<file path="config.mk">
export PLATFORM = sky130hd
export DESIGN_NAME = msdap_frame_rx
export DESIGN_NICKNAME = d
export VERILOG_FILES = /design/src/rtl/msdap_pkg.sv /design/src/rtl/msdap_sync_edge.sv /design/src/rtl/msdap_frame_rx.sv
export SDC_FILE = /design/constraint.sdc
export NUM_CORES = 1
export LEC_CHECK = 0
export ABC_CLOCK_PERIOD_IN_PS = 2170
export BUFFER_PORTS_ARGS = -buffer_cell sky130_fd_sc_hd__buf_4
export CAP_MARGIN = 20
export CORE_MARGIN = 2
export CORE_UTILIZATION = 45
export CTS_CLUSTER_SIZE = 10
export DETAILED_ROUTE_END_ITERATION = 6
export GPL_TIMING_DRIVEN = 0
export HOLD_SLACK_MARGIN = 0.05
export PLACE_DENSITY = 0.7
export REMOVE_ABC_BUFFERS = 1
export SLEW_MARGIN = 20
export SYNTH_ARGS = -nofsm -noshare
export SYNTH_HDL_FRONTEND = slang
export SYNTH_SLANG_ARGS = --single-unit
</file>
<file path="constraint.sdc">
create_clock -name SCLK -period 2.17 [get_ports SCLK]
set_input_delay 0.3255 -clock SCLK [delete_from_list [all_inputs] [get_ports SCLK]]
set_output_delay 0.3255 -clock SCLK [all_outputs]
set_load 0.005 [all_outputs]
</file>
<file path="src/rtl/msdap_pkg.sv">
// Shared types and defaults for the MSDAP serial input path.
`timescale 1ns/1ps
package msdap_pkg;

  typedef enum logic {
    RX_IDLE = 1'b0,
    RX_RECV = 1'b1
  } rx_state_e;

  localparam int MSDAP_WORD_W   = 16;
  localparam int MSDAP_NUM_CH   = 2;
  localparam int MSDAP_ZERO_RUN = 800;

  // Bits needed to hold every value from 0 up to and including max_val.
  function automatic int cnt_width(input int max_val);
    return $clog2(max_val + 1);
  endfunction

endpackage

</file>
<file path="src/rtl/msdap_sync_edge.sv">
// Multi-stage synchroniser for an asynchronous bus plus a registered rising-edge
// strobe on edge_in; q is registered alongside the strobe so both stay aligned.
`timescale 1ns/1ps
module msdap_sync_edge #(
  parameter int WIDTH  = 1,
  parameter int STAGES = 2
) (
  input  logic             clk,
  input  logic             rst_n,
  input  logic             edge_in,
  input  logic [WIDTH-1:0] d,
  output logic [WIDTH-1:0] q,
  output logic             rise
);

  logic [STAGES-1:0][WIDTH:0] sync_reg;
  logic                       edge_d_reg;

  always_ff @(posedge clk or negedge rst_n) begin
    if (!rst_n) begin
      sync_reg   <= '0;
      edge_d_reg <= 1'b0;
      q          <= '0;
      rise       <= 1'b0;
    end else begin
      sync_reg[0] <= {d, edge_in};
      for (int i = 1; i < STAGES; i++) begin
        sync_reg[i] <= sync_reg[i-1];
      end
      edge_d_reg <= sync_reg[STAGES-1][0];
      rise       <= sync_reg[STAGES-1][0] & ~edge_d_reg;
      q          <= sync_reg[STAGES-1][WIDTH:1];
    end
  end

endmodule

</file>
<file path="src/rtl/msdap_frame_rx.sv">
// Parametrised multi-channel serial frame receiver with frame-error and
// all-zero run detection, running entirely in the SCLK domain.
`timescale 1ns/1ps
module msdap_frame_rx
  import msdap_pkg::*;
#(
  parameter int NUM_CH      = MSDAP_NUM_CH,
  parameter int WORD_W      = MSDAP_WORD_W,
  parameter int SYNC_STAGES = 2,
  parameter int ZERO_RUN    = MSDAP_ZERO_RUN,
  parameter int MSB_FIRST   = 1
) (
  input  logic                     SCLK,
  input  logic                     Reset_n,
  input  logic                     DCLK,
  input  logic                     Frame,
  input  logic [NUM_CH-1:0]        Din,
  input  logic                     Enable,
  output logic [NUM_CH*WORD_W-1:0] Word_out,
  output logic                     Word_valid,
  output logic                     Frame_err,
  output logic                     All_zero,
  output logic                     Busy
);

  localparam int CNT_W = cnt_width(WORD_W);
  localparam int ZC_W  = cnt_width(ZERO_RUN);

  logic [NUM_CH:0]                bus_q;
  logic                           strobe;
  logic                           frame_s;
  logic [NUM_CH-1:0]              din_s;

  rx_state_e                      state_reg, state_next;
  logic [CNT_W-1:0]               bit_cnt_reg, bit_cnt_next;
  logic [ZC_W-1:0]                zero_cnt_reg, zero_cnt_next;
  logic [NUM_CH-1:0][WORD_W-1:0]  shift_reg, shift_next;
  logic [NUM_CH-1:0][WORD_W-1:0]  shifted, first_bit;
  logic [NUM_CH*WORD_W-1:0]       word_next;
  logic                           valid_next, err_next, all_zero_next;

  msdap_sync_edge #(
    .WIDTH  (NUM_CH + 1),
    .STAGES (SYNC_STAGES)
  ) u_sync (
    .clk     (SCLK),
    .rst_n   (Reset_n),
    .edge_in (DCLK),
    .d       ({Din, Frame}),
    .q       (bus_q),
    .rise    (strobe)
  );

  assign frame_s = bus_q[0];
  assign din_s   = bus_q[NUM_CH:1];
  assign Busy    = (state_reg == RX_RECV);

  // Shift direction is chosen so a completed word always lands in natural order.
  for (genvar gi = 0; gi < NUM_CH; gi++) begin : g_ch
    if (MSB_FIRST != 0) begin : g_msb
      assign shifted[gi]   = (shift_reg[gi] << 1) | WORD_W'(din_s[gi]);
      assign first_bit[gi] = WORD_W'(din_s[gi]);
    end else begin : g_lsb
      assign shifted[gi]   = (shift_reg[gi] >> 1) | (WORD_W'(din_s[gi]) << (WORD_W - 1));
      assign first_bit[gi] = WORD_W'(din_s[gi]) << (WORD_W - 1);
    end
  end

  always_comb begin
    state_next    = state_reg;
    bit_cnt_next  = bit_cnt_reg;
    shift_next    = shift_reg;
    zero_cnt_next = zero_cnt_reg;
    word_next     = Word_out;
    valid_next    = 1'b0;
    err_next      = 1'b0;
    all_zero_next = All_zero;
    if (!Enable) begin
      state_next   = RX_IDLE;
      bit_cnt_next = '0;
    end else begin
      case (state_reg)
        RX_IDLE: begin
          if (strobe && frame_s) begin
            shift_next   = first_bit;
            bit_cnt_next = CNT_W'(1);
            state_next   = RX_RECV;
          end
        end
        RX_RECV: begin
          if (bit_cnt_reg == CNT_W'(WORD_W)) begin
            valid_next   = 1'b1;
            word_next    = shift_reg;
            state_next   = RX_IDLE;
            bit_cnt_next = '0;
            if (shift_reg == '0) begin
              if (zero_cnt_reg != ZC_W'(ZERO_RUN)) zero_cnt_next = zero_cnt_reg + ZC_W'(1);
            end else begin
              zero_cnt_next = '0;
            end
            all_zero_next = (zero_cnt_next == ZC_W'(ZERO_RUN));
          end else if (strobe) begin
            if (frame_s) begin
              // Early Frame: drop the partial word and treat this bit as a new start.
              err_next     = 1'b1;
              shift_next   = first_bit;
              bit_cnt_next = CNT_W'(1);
            end else begin
              shift_next   = shifted;
              bit_cnt_next = bit_cnt_reg + CNT_W'(1);
            end
          end
        end
        default: state_next = RX_IDLE;
      endcase
    end
  end

  always_ff @(posedge SCLK or negedge Reset_n) begin
    if (!Reset_n) begin
      state_reg    <= RX_IDLE;
      bit_cnt_reg  <= '0;
      zero_cnt_reg <= '0;
      shift_reg    <= '0;
      Word_out     <= '0;
      Word_valid   <= 1'b0;
      Frame_err    <= 1'b0;
      All_zero     <= 1'b0;
    end else begin
      state_reg    <= state_next;
      bit_cnt_reg  <= bit_cnt_next;
      zero_cnt_reg <= zero_cnt_next;
      shift_reg    <= shift_next;
      Word_out     <= word_next;
      Word_valid   <= valid_next;
      Frame_err    <= err_next;
      All_zero     <= all_zero_next;
    end
  end

endmodule

</file>
==> impl_metrics.tcl <==
set metrics [dict create \
    yosys_warnings 0 \
    dr.first_iter.drc_count 106 \
    setup_ws_ns 0.0842 \
    required_ns 2.43 \
    dp_hpwl_mm 5.07 \
    cp_slowest_cell "dfrtp_1" \
    fin_setup_tns_ns 0 \
    cts.sinks 96 \
    min_period_over_period 0.961 \
    yosysTopAreaCell "dfrtp_1" \
    die_w_um 99.2 \
    slowest_delay_ns 0.46 \
    placedInstanceArea_um2 4480 \
    vias_per_cell 5.25 \
    synth_edf_count 0 \
    ys_seq_area_frac 0.589 \
    boundaryPins 43 \
    grt_pass1_wl_mm 13.6 \
    synth.top_cells.by_area "dfrtp_1 (59%), nand2_1 (15%), o21ai_1 (4.8%), clkbuf_1 (1.3%), ha_1 (1.2%)" \
    drc_errors 0 \
    crit_fanout 31 \
    dpl_worst_slack_ns -0.509 \
    power.total_mw 3.12 \
    ys_seq_elements 96 \
    async_flop_share 1.00 \
    max_freq_ghz 0.479 \
    crit_chain "inv_1, ha_1, and4bb_4, mux2i_2, nand3_4, buf_16, mux2_2" \
    layout_commonest_cell "nand2_1" \
    worstMarginPinSlew_ns 0.871 \
    die_y_um 99.2 \
    cts_tree "done" \
    finalCriticalPeriod_ns 2.09 \
    final_cell_mix "nand2_1 (166), dfrtp_1 (96), buf_4 (43), o21ai_1 (39)" \
    max-clock-path-buffers 2 \
    clock_skew_ns 0.0154 \
    outcome "finished, final reports clean" \
    multi_input_comb_area_um2 1580 \
    crit_buf_inv 2 \
    core-area_um2 8760 \
    grt_usage 0.172 \
    antenna_found_initial 0 \
    grt_setup_unrepaired "true" \
    critPathKind "reg2reg" \
    dieArea_um2 9830 \
    cap_violations 0 \
    arrival_ns 2.35 \
    numCtsBuffers 9 \
    grt_pass1_vias 2845 \
    seqCellArea_um2 2400 \
    routed_wirelength_mm 8.41 \
    vias 3087 \
    finalNonFillerCells 588 \
    syn_area_um2 4080 \
    synth_top_area_share 0.589 \
    worst_skew_pair.late_latency_ns 0.37 \
    crit_family "multiplexers" \
    ir_drop_mv 0.312 \
    fillers 760 \
    finalNetCount 486 \
    antenna_cells 0 \
    startpoint_type "register" \
    path_clk_slew_ns 0.11 \
    design_area_um2 4820 \
    drt-wirelength-per-cell_um 14.3 \
    grt_start_max_net_pins 97 \
    flow.area_growth_from_synthesis_pct 18.4 \
    worst_setup_path_end_kind "register" \
    report.final.slew_viol_count 0 \
    setup_viol 0 \
    relSlewSlack 0.420 \
    gp_congestion 0.853 \
    postSynthAreaPerCell_um2 9.46 \
    drive_above_1_share 0.173 \
    dp_cells 562 \
    ys_types 49 \
    num_rows 34 \
    start_util 0.465 \
    final_util 0.551 \
    cellPowerDensity_nw_per_um2 647 \
    ys.flop_type "dfrtp_1" \
    timing.hold.ws_ns 0.0198 \
    first_pass_iters 4 \
    htreeDepth 3 \
    leakagePower_nw 2.32 \
    synthCells 431 \
    grt-ovfl-total 0 \
    numPortBuffers 42 \
    ant_nets 0 \
    hp-class "in2async" \
    root_buffer "clkbuf_8" \
    finalHoldViolCount 0 \
]
==> worst reg2reg max path: stages, from the launching register on <==
cell and delay [ns]:
dfrtp_1 0.46, inv_1 0.07, ha_1 0.20, and4bb_4 0.24
mux2i_2 0.36, nand3_4 0.17, buf_16 0.21, mux2_2 0.28
==> per-layer routing <==
| layer | GRT usage | vias up | wire length, um |
|---|---|---|---|
| met2 | 0.272 | 57 | 4140 |
| met1 | 0.240 | 1495 | 3850 |
| li1 | - | 1524 | - |
| met4 | 0.0611 | 0 | 125 |
| met3 | 0.0316 | 11 | 294 |
| met5 | 0 | - | 0 |
==> timing repair <==
| item | in CTS | in global routing |
|---|---|---|
| cloned | 1 | 2 |
| setup buffers | 2 | 2 |
| pin swaps | 1 | 1 |
| hold buffers | 1 | 2 |
| hold endpoints to repair | 1 | 2 |
| setup endpoints to repair | 71 | 7 |
| gates resized for setup | 7 | 1 |
==> synth_stat cells, types with 2 or more instances <==
cell type and count:
dfrtp_1 96, clkbuf_1 14, o22ai_1 2, nand2b_1 2, a22o_1 3, o21ai_0 9, ha_1 4, nor3b_1 2
nor2_1 10, nor3_1 6, nor4_1 8, nor2b_1 4, a21oi_1 4, xor2_1 2, buf_1 3, buf_8 2
nand2_1 166, o2bb2ai_1 3, nand3_1 8, and2_1 2, nand4_1 4, inv_1 9, mux2_2 2, o21ai_1 39
and3_1 3
==> path summary, 6_finish.rpt <==
kind | cells past startpoint | start | endpoint | slack (ns)
max | 7 | bit_cnt_reg[0]$_DFFE_PN0P_ | shift_reg[16]$_DFFE_PN0P_ | 0.08
min | 1 | Reset_n | Word_out[12]$_DFFE_PN0P_ | 0.02
max reg2reg | 7 | bit_cnt_reg[0]$_DFFE_PN0P_ | shift_reg[16]$_DFFE_PN0P_ | 0.08
min reg2reg | 0 | u_sync.sync_reg[6]$_DFF_PN0_ | u_sync.q[1]$_DFF_PN0_ | 0.35
max in group asynchronous | 1 | Reset_n | All_zero$_DFFE_PN0P_ | 1.54
min in group SCLK | 1 | Din[0] | u_sync.sync_reg[2]$_DFF_PN0_ | 0.07
==> cell type report <==
class | instances | share of cell area
clock buffers | 10 | 0.0285
clock inverters | 6 | 0.00985
multi-input cells | 306 | 0.327
repair buffers | 52 | 0.0988
inverters | 10 | 0.0104
well taps | 108 | 0.0280
flip-flops and latches | 96 | 0.498
==> kinds of logic (layout without fill, tap and decap cells) <==
logic type | count (synthesis) | after routing | synth area share
XOR/XNOR | 3 | 3 | 0.00645
adder cells (fa/ha/maj) | 4 | 4 | 0.0123
flip-flops | 96 | 96 | 0.589
multiplexers | 3 | 3 | 0.00798
buffers and inverters | 31 | 78 | 0.0384
AND/OR/NAND/NOR | 226 | 228 | 0.248
AO/OA/AOI/OAI | 68 | 68 | 0.0970
==> power by group <==
part / total [mW] / internal [mW] / switching, mW / leakage [nW]
registers: 1.84 / 1.81 / 0.0253 / 1.31
clock network: 1.13 / 0.465 / 0.664 / 0.0994
logic: 0.154 / 0.0465 / 0.107 / 0.910
Power figures use the tool's default switching activity.
